--- src/rtl/counter_check_pkg.sv ---
// Shared types and default sizing for the counter sequence checker.
package counter_check_pkg;

    typedef enum logic [1:0] {
        IDLE  = 2'd0,
        TRACK = 2'd1,
        ERROR = 2'd2
    } state_t;

    localparam int COUNT_BITS = 4;
    localparam int MAX_COUNT  = 13;
    localparam int WRAP_BITS  = 8;

endpackage

--- src/rtl/wrap_tally.sv ---
// Registered tally of legal wraps. Define COUNTER_CHECK_SAT_EN to saturate at
// all-ones; otherwise the tally wraps modulo 2^wrap_bits.
module wrap_tally
    import counter_check_pkg::*;
#(
    parameter int wrap_bits = WRAP_BITS
) (
    input  logic                 clk,
    input  logic                 reset,
    input  logic                 inc,
    output logic [wrap_bits-1:0] wrap_count
);

    logic [wrap_bits-1:0] wrap_count_nx;

    always_comb begin
        wrap_count_nx = wrap_count;
`ifdef COUNTER_CHECK_SAT_EN
        if (inc && (wrap_count != {wrap_bits{1'b1}})) begin
            wrap_count_nx = wrap_count + 1'b1;
        end
`else
        if (inc) begin
            wrap_count_nx = wrap_count + 1'b1;
        end
`endif
    end

    always_ff @(posedge clk or posedge reset) begin
        if (reset) begin
            wrap_count <= '0;
        end else begin
            wrap_count <= wrap_count_nx;
        end
    end

endmodule

--- config.mk ---
export PLATFORM = sky130hd
export DESIGN_NAME = wrap_tally
export DESIGN_NICKNAME = d
export VERILOG_FILES = /design/src/rtl/counter_check_pkg.sv /design/src/rtl/wrap_tally.sv
export SDC_FILE = /design/constraint.sdc
export NUM_CORES = 1
export LEC_CHECK = 0
export CORE_MARGIN = 4
export CORE_UTILIZATION = 25
export CTS_BUF_LIST = sky130_fd_sc_hd__clkbuf_16
export DETAILED_ROUTE_END_ITERATION = 6
export GPL_TIMING_DRIVEN = 0
export PLACE_DENSITY = 0.5
export SLEW_MARGIN = 5
export SYNTH_ARGS = -nofsm -noshare
export SYNTH_HDL_FRONTEND = slang
export SYNTH_SLANG_ARGS = --single-unit
export TNS_END_PERCENT = 30
--- constraint.sdc ---
create_clock -name clk -period 3.25 [get_ports clk]
set_clock_uncertainty 0.15 [all_clocks]
set_input_delay 0.65 -clock clk [delete_from_list [all_inputs] [get_ports clk]]
set_output_delay 0.65 -clock clk [all_outputs]
set_load 0.005 [all_outputs]
==> results of run 1 <==
[worst min-delay path by stage]
stage                        from       endpoint  slack, ns
detailed placement  wrap_count[7]  wrap_count[7]       0.34
finish              wrap_count[7]  wrap_count[7]       0.33
CTS                 wrap_count[7]  wrap_count[7]       0.34
global placement    wrap_count[7]  wrap_count[7]       0.31
floorplan           wrap_count[7]  wrap_count[7]       0.31
global route        wrap_count[7]  wrap_count[7]       0.37
[stage by stage]
step,std cells,hold WS [ns],power [mW],setup WS (ns),area (um2)
6_report,55,0.331,0.567,1.26,539
5_1_grt,55,0.375,0.609,1.20,539
4_1_cts,55,0.343,0.578,1.24,539
3_5_place_dp,52,0.339,0.366,1.16,464
3_3_place_gp,52,0.306,0.362,1.18,464
2_1_floorplan,27,0.315,0.260,1.91,345
[layout by cell type (no fill, tap or decap)]
master                             n
sky130_fd_sc_hd__ha_1              1
sky130_fd_sc_hd__clkbuf_16         3
sky130_fd_sc_hd__clkdlybuf4s50_1  10
sky130_fd_sc_hd__xnor2_1           4
sky130_fd_sc_hd__nand4_2           1
sky130_fd_sc_hd__and3_1            1
sky130_fd_sc_hd__inv_1             1
sky130_fd_sc_hd__dfrtp_1           8
sky130_fd_sc_hd__mux2_2            1
sky130_fd_sc_hd__xor2_1            3
sky130_fd_sc_hd__nand2_1           3
sky130_fd_sc_hd__nor3_2            1
sky130_fd_sc_hd__nand4_1           2
sky130_fd_sc_hd__nor2_1            1
[area by class of cell]
type,instances,area (um2),area share [%]
Timing Repair Buffer,10,100,18.6
Sequential cell,8,200,37.1
Tap cell,15,18.8,3.48
Inverter,1,3.75,0.696
Multi-Input combinational cell,18,141,26.2
Clock buffer,3,75.1,13.9
[metal layers]
metal  vias up  wire (um)
li1        117          -
met1       114        309
met2        10        292
met3         2         68
met4         0         21
met5         -          0
[logic make-up (layout without fill, tap and decap cells)]
kind of cell               Yosys count  in the layout  synth area share, %
and+or+nand+nor                      9              9                 16.3
buffers and inverters                1             14                 1.09
xor gates and xnor gates             7              7                 17.8
DFF                                  8              8                 58.0
muxes                                1              1                 3.26
adders and majority gates            1              1                 3.62
[power breakdown]
part	switching (mW)	internal, mW	total [mW]
sequential	0.0537	0.143	0.197
combinational	0.0528	0.112	0.164
clock	0.0475	0.159	0.206
total	0.154	0.413	0.567
==> flow_summary.html, run 1 <==
<table>
<tr><th>Metric</th><th>Value</th></tr>
<tr><th colspan="2">Min path</th></tr>
<tr><td>Instance count along the most critical hold path</td><td>1</td></tr>
<tr><td>Worst hold path class</td><td>reg -&gt; reg</td></tr>
<tr><th colspan="2">STA</th></tr>
<tr><td>Pins over their slew limit</td><td>0</td></tr>
<tr><td>Period utilisation layout</td><td>about 61%</td></tr>
<tr><td>Max Clk Rate</td><td>slightly above 500 MHz</td></tr>
<tr><td>Final number of setup-violating endpoints</td><td>0</td></tr>
<tr><td>Sum of negative setup slack</td><td>0 ns</td></tr>
<tr><td>Slew at the pin closest to its max-slew limit</td><td>around 0.31 ns</td></tr>
<tr><td>Unrepaired setup endpoints after global routing</td><td>no</td></tr>
<tr><td>Hold Violations, Final</td><td>0</td></tr>
<tr><td>Worst rel slew slack</td><td>between 70% and 80%</td></tr>
<tr><td>Final period demand of the worst path</td><td>slightly below 2 ns</td></tr>
<tr><th colspan="2">Power</th></tr>
<tr><td>Leakage power figure</td><td>between 0.2 and 0.25 nW</td></tr>
<tr><td>Total power density per cell area</td><td>~1100 nW/um2</td></tr>
<tr><td>Maximum vdd drop</td><td>around 0.00032 V</td></tr>
<tr><th colspan="2">Global route</th></tr>
<tr><td>GRT busiest layer</td><td>met2</td></tr>
<tr><td>Number of global-route vias before repair</td><td>roughly 260</td></tr>
<tr><td>Largest net degree at the start of global routing</td><td>9</td></tr>
<tr><td>Global-route met1 utilization</td><td>a little over a tenth</td></tr>
<tr><td>Global-route wire length before repair</td><td>about 1200 um</td></tr>
<tr><td>Grt total ovfl</td><td>0</td></tr>
<tr><td>Total global routing track utilization</td><td>9.34%</td></tr>
<tr><td>Antenna violations before repair</td><td>0</td></tr>
<tr><td>Met2 track utilization from global routing</td><td>between 10% and 20%</td></tr>
<tr><td>GRT met3 Usage</td><td>between 5 and 6%</td></tr>
<tr><th colspan="2">Synthesis</th></tr>
<tr><td>Number of flip-flops and latches in the synthesized netlist</td><td>8</td></tr>
<tr><td>Number of synthesized flops with an enable pin</td><td>0</td></tr>
<tr><td>Cell taking the most area after synthesis</td><td>sky130_fd_sc_hd__dfrtp_1</td></tr>
<tr><td>Post-Syn Instances</td><td>27</td></tr>
<tr><td>Commonest cells in the synthesized netlist</td><td>8 x sky130_fd_sc_hd__dfrtp_1, 4 x sky130_fd_sc_hd__xnor2_1, 3 x sky130_fd_sc_hd__nand2_1, 3 x sky130_fd_sc_hd__xor2_1, 2 x sky130_fd_sc_hd__nand4_1</td></tr>
<tr><td>Synth cell types</td><td>12</td></tr>
<tr><td>Main area contributors after synthesis</td><td>sky130_fd_sc_hd__dfrtp_1 58%, sky130_fd_sc_hd__xnor2_1 10%, sky130_fd_sc_hd__xor2_1 7.6%</td></tr>
<tr><td>Fraction of post-synthesis cell area in the top cell type by area</td><td>58.0%</td></tr>
<tr><td>Mapped Avg Cell Area</td><td>~13 um2</td></tr>
<tr><td>Share of async-settable or async-resettable flops after synthesis</td><td>100%</td></tr>
<tr><td>Mapped Nets</td><td>31</td></tr>
<tr><td>Most instantiated flip-flop cell in the synthesis netlist</td><td>sky130_fd_sc_hd__dfrtp_1</td></tr>
<tr><td>Area of the mapped netlist</td><td>approximately 350 um2</td></tr>
<tr><td>Number of warnings issued by yosys</td><td>0</td></tr>
<tr><td>Sequential element share of the synthesized area</td><td>between 50 and 60%</td></tr>
<tr><td>Most frequent cell after synthesis</td><td>sky130_fd_sc_hd__dfrtp_1</td></tr>
<tr><th colspan="2">Critical path</th></tr>
<tr><td>Last element of the critical path</td><td>wrap_count[2]</td></tr>
<tr><td>CP Class</td><td>reg -&gt; out</td></tr>
<tr><td>Depth of the worst register-to-register path</td><td>2</td></tr>
<tr><td>Biggest cell delay along the critical path</td><td>0.53 ns</td></tr>
<tr><td>Crit path from</td><td>wrap_count[2]</td></tr>
<tr><td>Largest fanout of any net on the critical path</td><td>5</td></tr>
<tr><td>Worst setup EP type</td><td>primary output</td></tr>
<tr><td>Top delay family on crit path</td><td>buffers and inverters</td></tr>
<tr><td>Critical path's slowest cell</td><td>sky130_fd_sc_hd__clkdlybuf4s50_1</td></tr>
<tr><td>Data required, critical path</td><td>about 2.5 ns</td></tr>
<tr><td>Flop2flop setup slack</td><td>between 2 and 2.5 ns</td></tr>
<tr><td>CP Cell Sequence</td><td>clkdlybuf4s50_1</td></tr>
<tr><td>Endpoint arrival time on the critical path</td><td>about 1.2 ns</td></tr>
<tr><td>Logic depth of the worst setup path including buffers</td><td>1</td></tr>
<tr><td>CP Launch Type</td><td>register</td></tr>
<tr><td>Reg-to-Reg Start</td><td>wrap_count[0]</td></tr>
<tr><td>Crit path buf inv count</td><td>1</td></tr>
<tr><td>Worst reg2reg path endpoint</td><td>wrap_count[1]</td></tr>
<tr><th colspan="2">Clock tree</th></tr>
<tr><td>Cts repair resizes</td><td>0</td></tr>
<tr><td>Clock sink total</td><td>8</td></tr>
<tr><td>Number of buffers added for setup after CTS</td><td>0</td></tr>
<tr><td>TritonCTS clock tree</td><td>yes</td></tr>
<tr><td>CTS Buffer Depth</td><td>2</td></tr>
<tr><td>Later-pin clock latency in the skew report</td><td>about 0.23 ns</td></tr>
<tr><td>Clock root cell</td><td>sky130_fd_sc_hd__clkbuf_16</td></tr>
<tr><td>Number of buffers created by CTS</td><td>3</td></tr>
<tr><td>CTS H-tree lvls</td><td>1</td></tr>
<tr><td>Hold-fix buffers, CTS</td><td>0</td></tr>
<tr><td>Clock slew seen by the registers of the worst setup and hold paths</td><td>about 0.04 ns</td></tr>
<tr><th colspan="2">Die</th></tr>
<tr><td>Cell row count</td><td>13</td></tr>
<tr><td>Floorplan Core Area</td><td>about 1300 um2</td></tr>
<tr><td># IOs</td><td>11</td></tr>
<tr><td>DIE HEIGHT</td><td>between 40 and 50 um</td></tr>
<tr><td>Overall die width</td><td>45.2 um</td></tr>
<tr><td>Total Die Area</td><td>slightly above 2000 um2</td></tr>
<tr><td>Initial Util</td><td>roughly a quarter</td></tr>
<tr><th colspan="2">Final layout</th></tr>
<tr><td>Number of filler cells placed in the layout</td><td>between 100 and 150</td></tr>
<tr><td>Biggest registers after layout</td><td>wrap_count: 8 flops</td></tr>
<tr><td>Share of the core filled with cells in the final layout</td><td>between 40% and 50%</td></tr>
<tr><td>Share of post-route cells with drive strength above 1</td><td>approximately 15%</td></tr>
<tr><td>Area grow syn2layout</td><td>56.2%</td></tr>
<tr><td>Flip-flop count of the largest register after layout</td><td>8</td></tr>
<tr><td>Final antenna diode count</td><td>0</td></tr>
<tr><td>Nets</td><td>46</td></tr>
<tr><td>Largest register by flop count</td><td>wrap_count</td></tr>
<tr><th colspan="2">Detailed routing</th></tr>
<tr><td>Total Routed Length</td><td>693 um</td></tr>
<tr><td>DR iter-0 viols</td><td>1</td></tr>
<tr><td>Via/cell ratio</td><td>4.42</td></tr>
<tr><td>Total via count after detailed routing</td><td>~240</td></tr>
<tr><td>Number of routed nets with antenna violations</td><td>0</td></tr>
<tr><td>Count of unresolved DRC violations after routing</td><td>0</td></tr>
<tr><td>Detailed Routing Iterations Pass 1</td><td>2</td></tr>
<tr><td>Routed WL per cell</td><td>between 10 and 15 um</td></tr>
<tr><th colspan="2">Placement</th></tr>
<tr><td>Number of buffer cells added on primary ports</td><td>10</td></tr>
<tr><td>DPL Wire Length</td><td>510 um</td></tr>
<tr><td>GP Congestion</td><td>0.698</td></tr>
<tr><th colspan="2">Flow run</th></tr>
<tr><td>Maximum capacitance violations</td><td>0</td></tr>
<tr><th colspan="2">Outcome</th></tr>
<tr><td>Status</td><td>finished clean</td></tr>
</table>
Note: power is estimated with default switching activity, not from simulation.
==> run 2: changes to the inputs <==
==> constraint.sdc (replaced) <==
create_clock -name clk -period 2 [get_ports clk]
set_clock_uncertainty 0.15 [all_clocks]
set_input_delay 0.4 -clock clk [delete_from_list [all_inputs] [get_ports clk]]
set_output_delay 0.4 -clock clk [all_outputs]
set_load 0.005 [all_outputs]
==> results of run 2 <==
Same layout as run 1 (identical final DEF). Status: finished clean.
Main changes from that run: setup slack after placement 1.16 ns -> 0.164 ns; setup slack after layout 1.26 ns -> 0.261 ns; hold slack 0.331 ns -> 0.267 ns; register-to-register setup slack 2.01 ns -> 0.76 ns; total power 0.567 mW -> 0.922 mW; worst IR drop on VDD 0.000320 V -> 0.000520 V
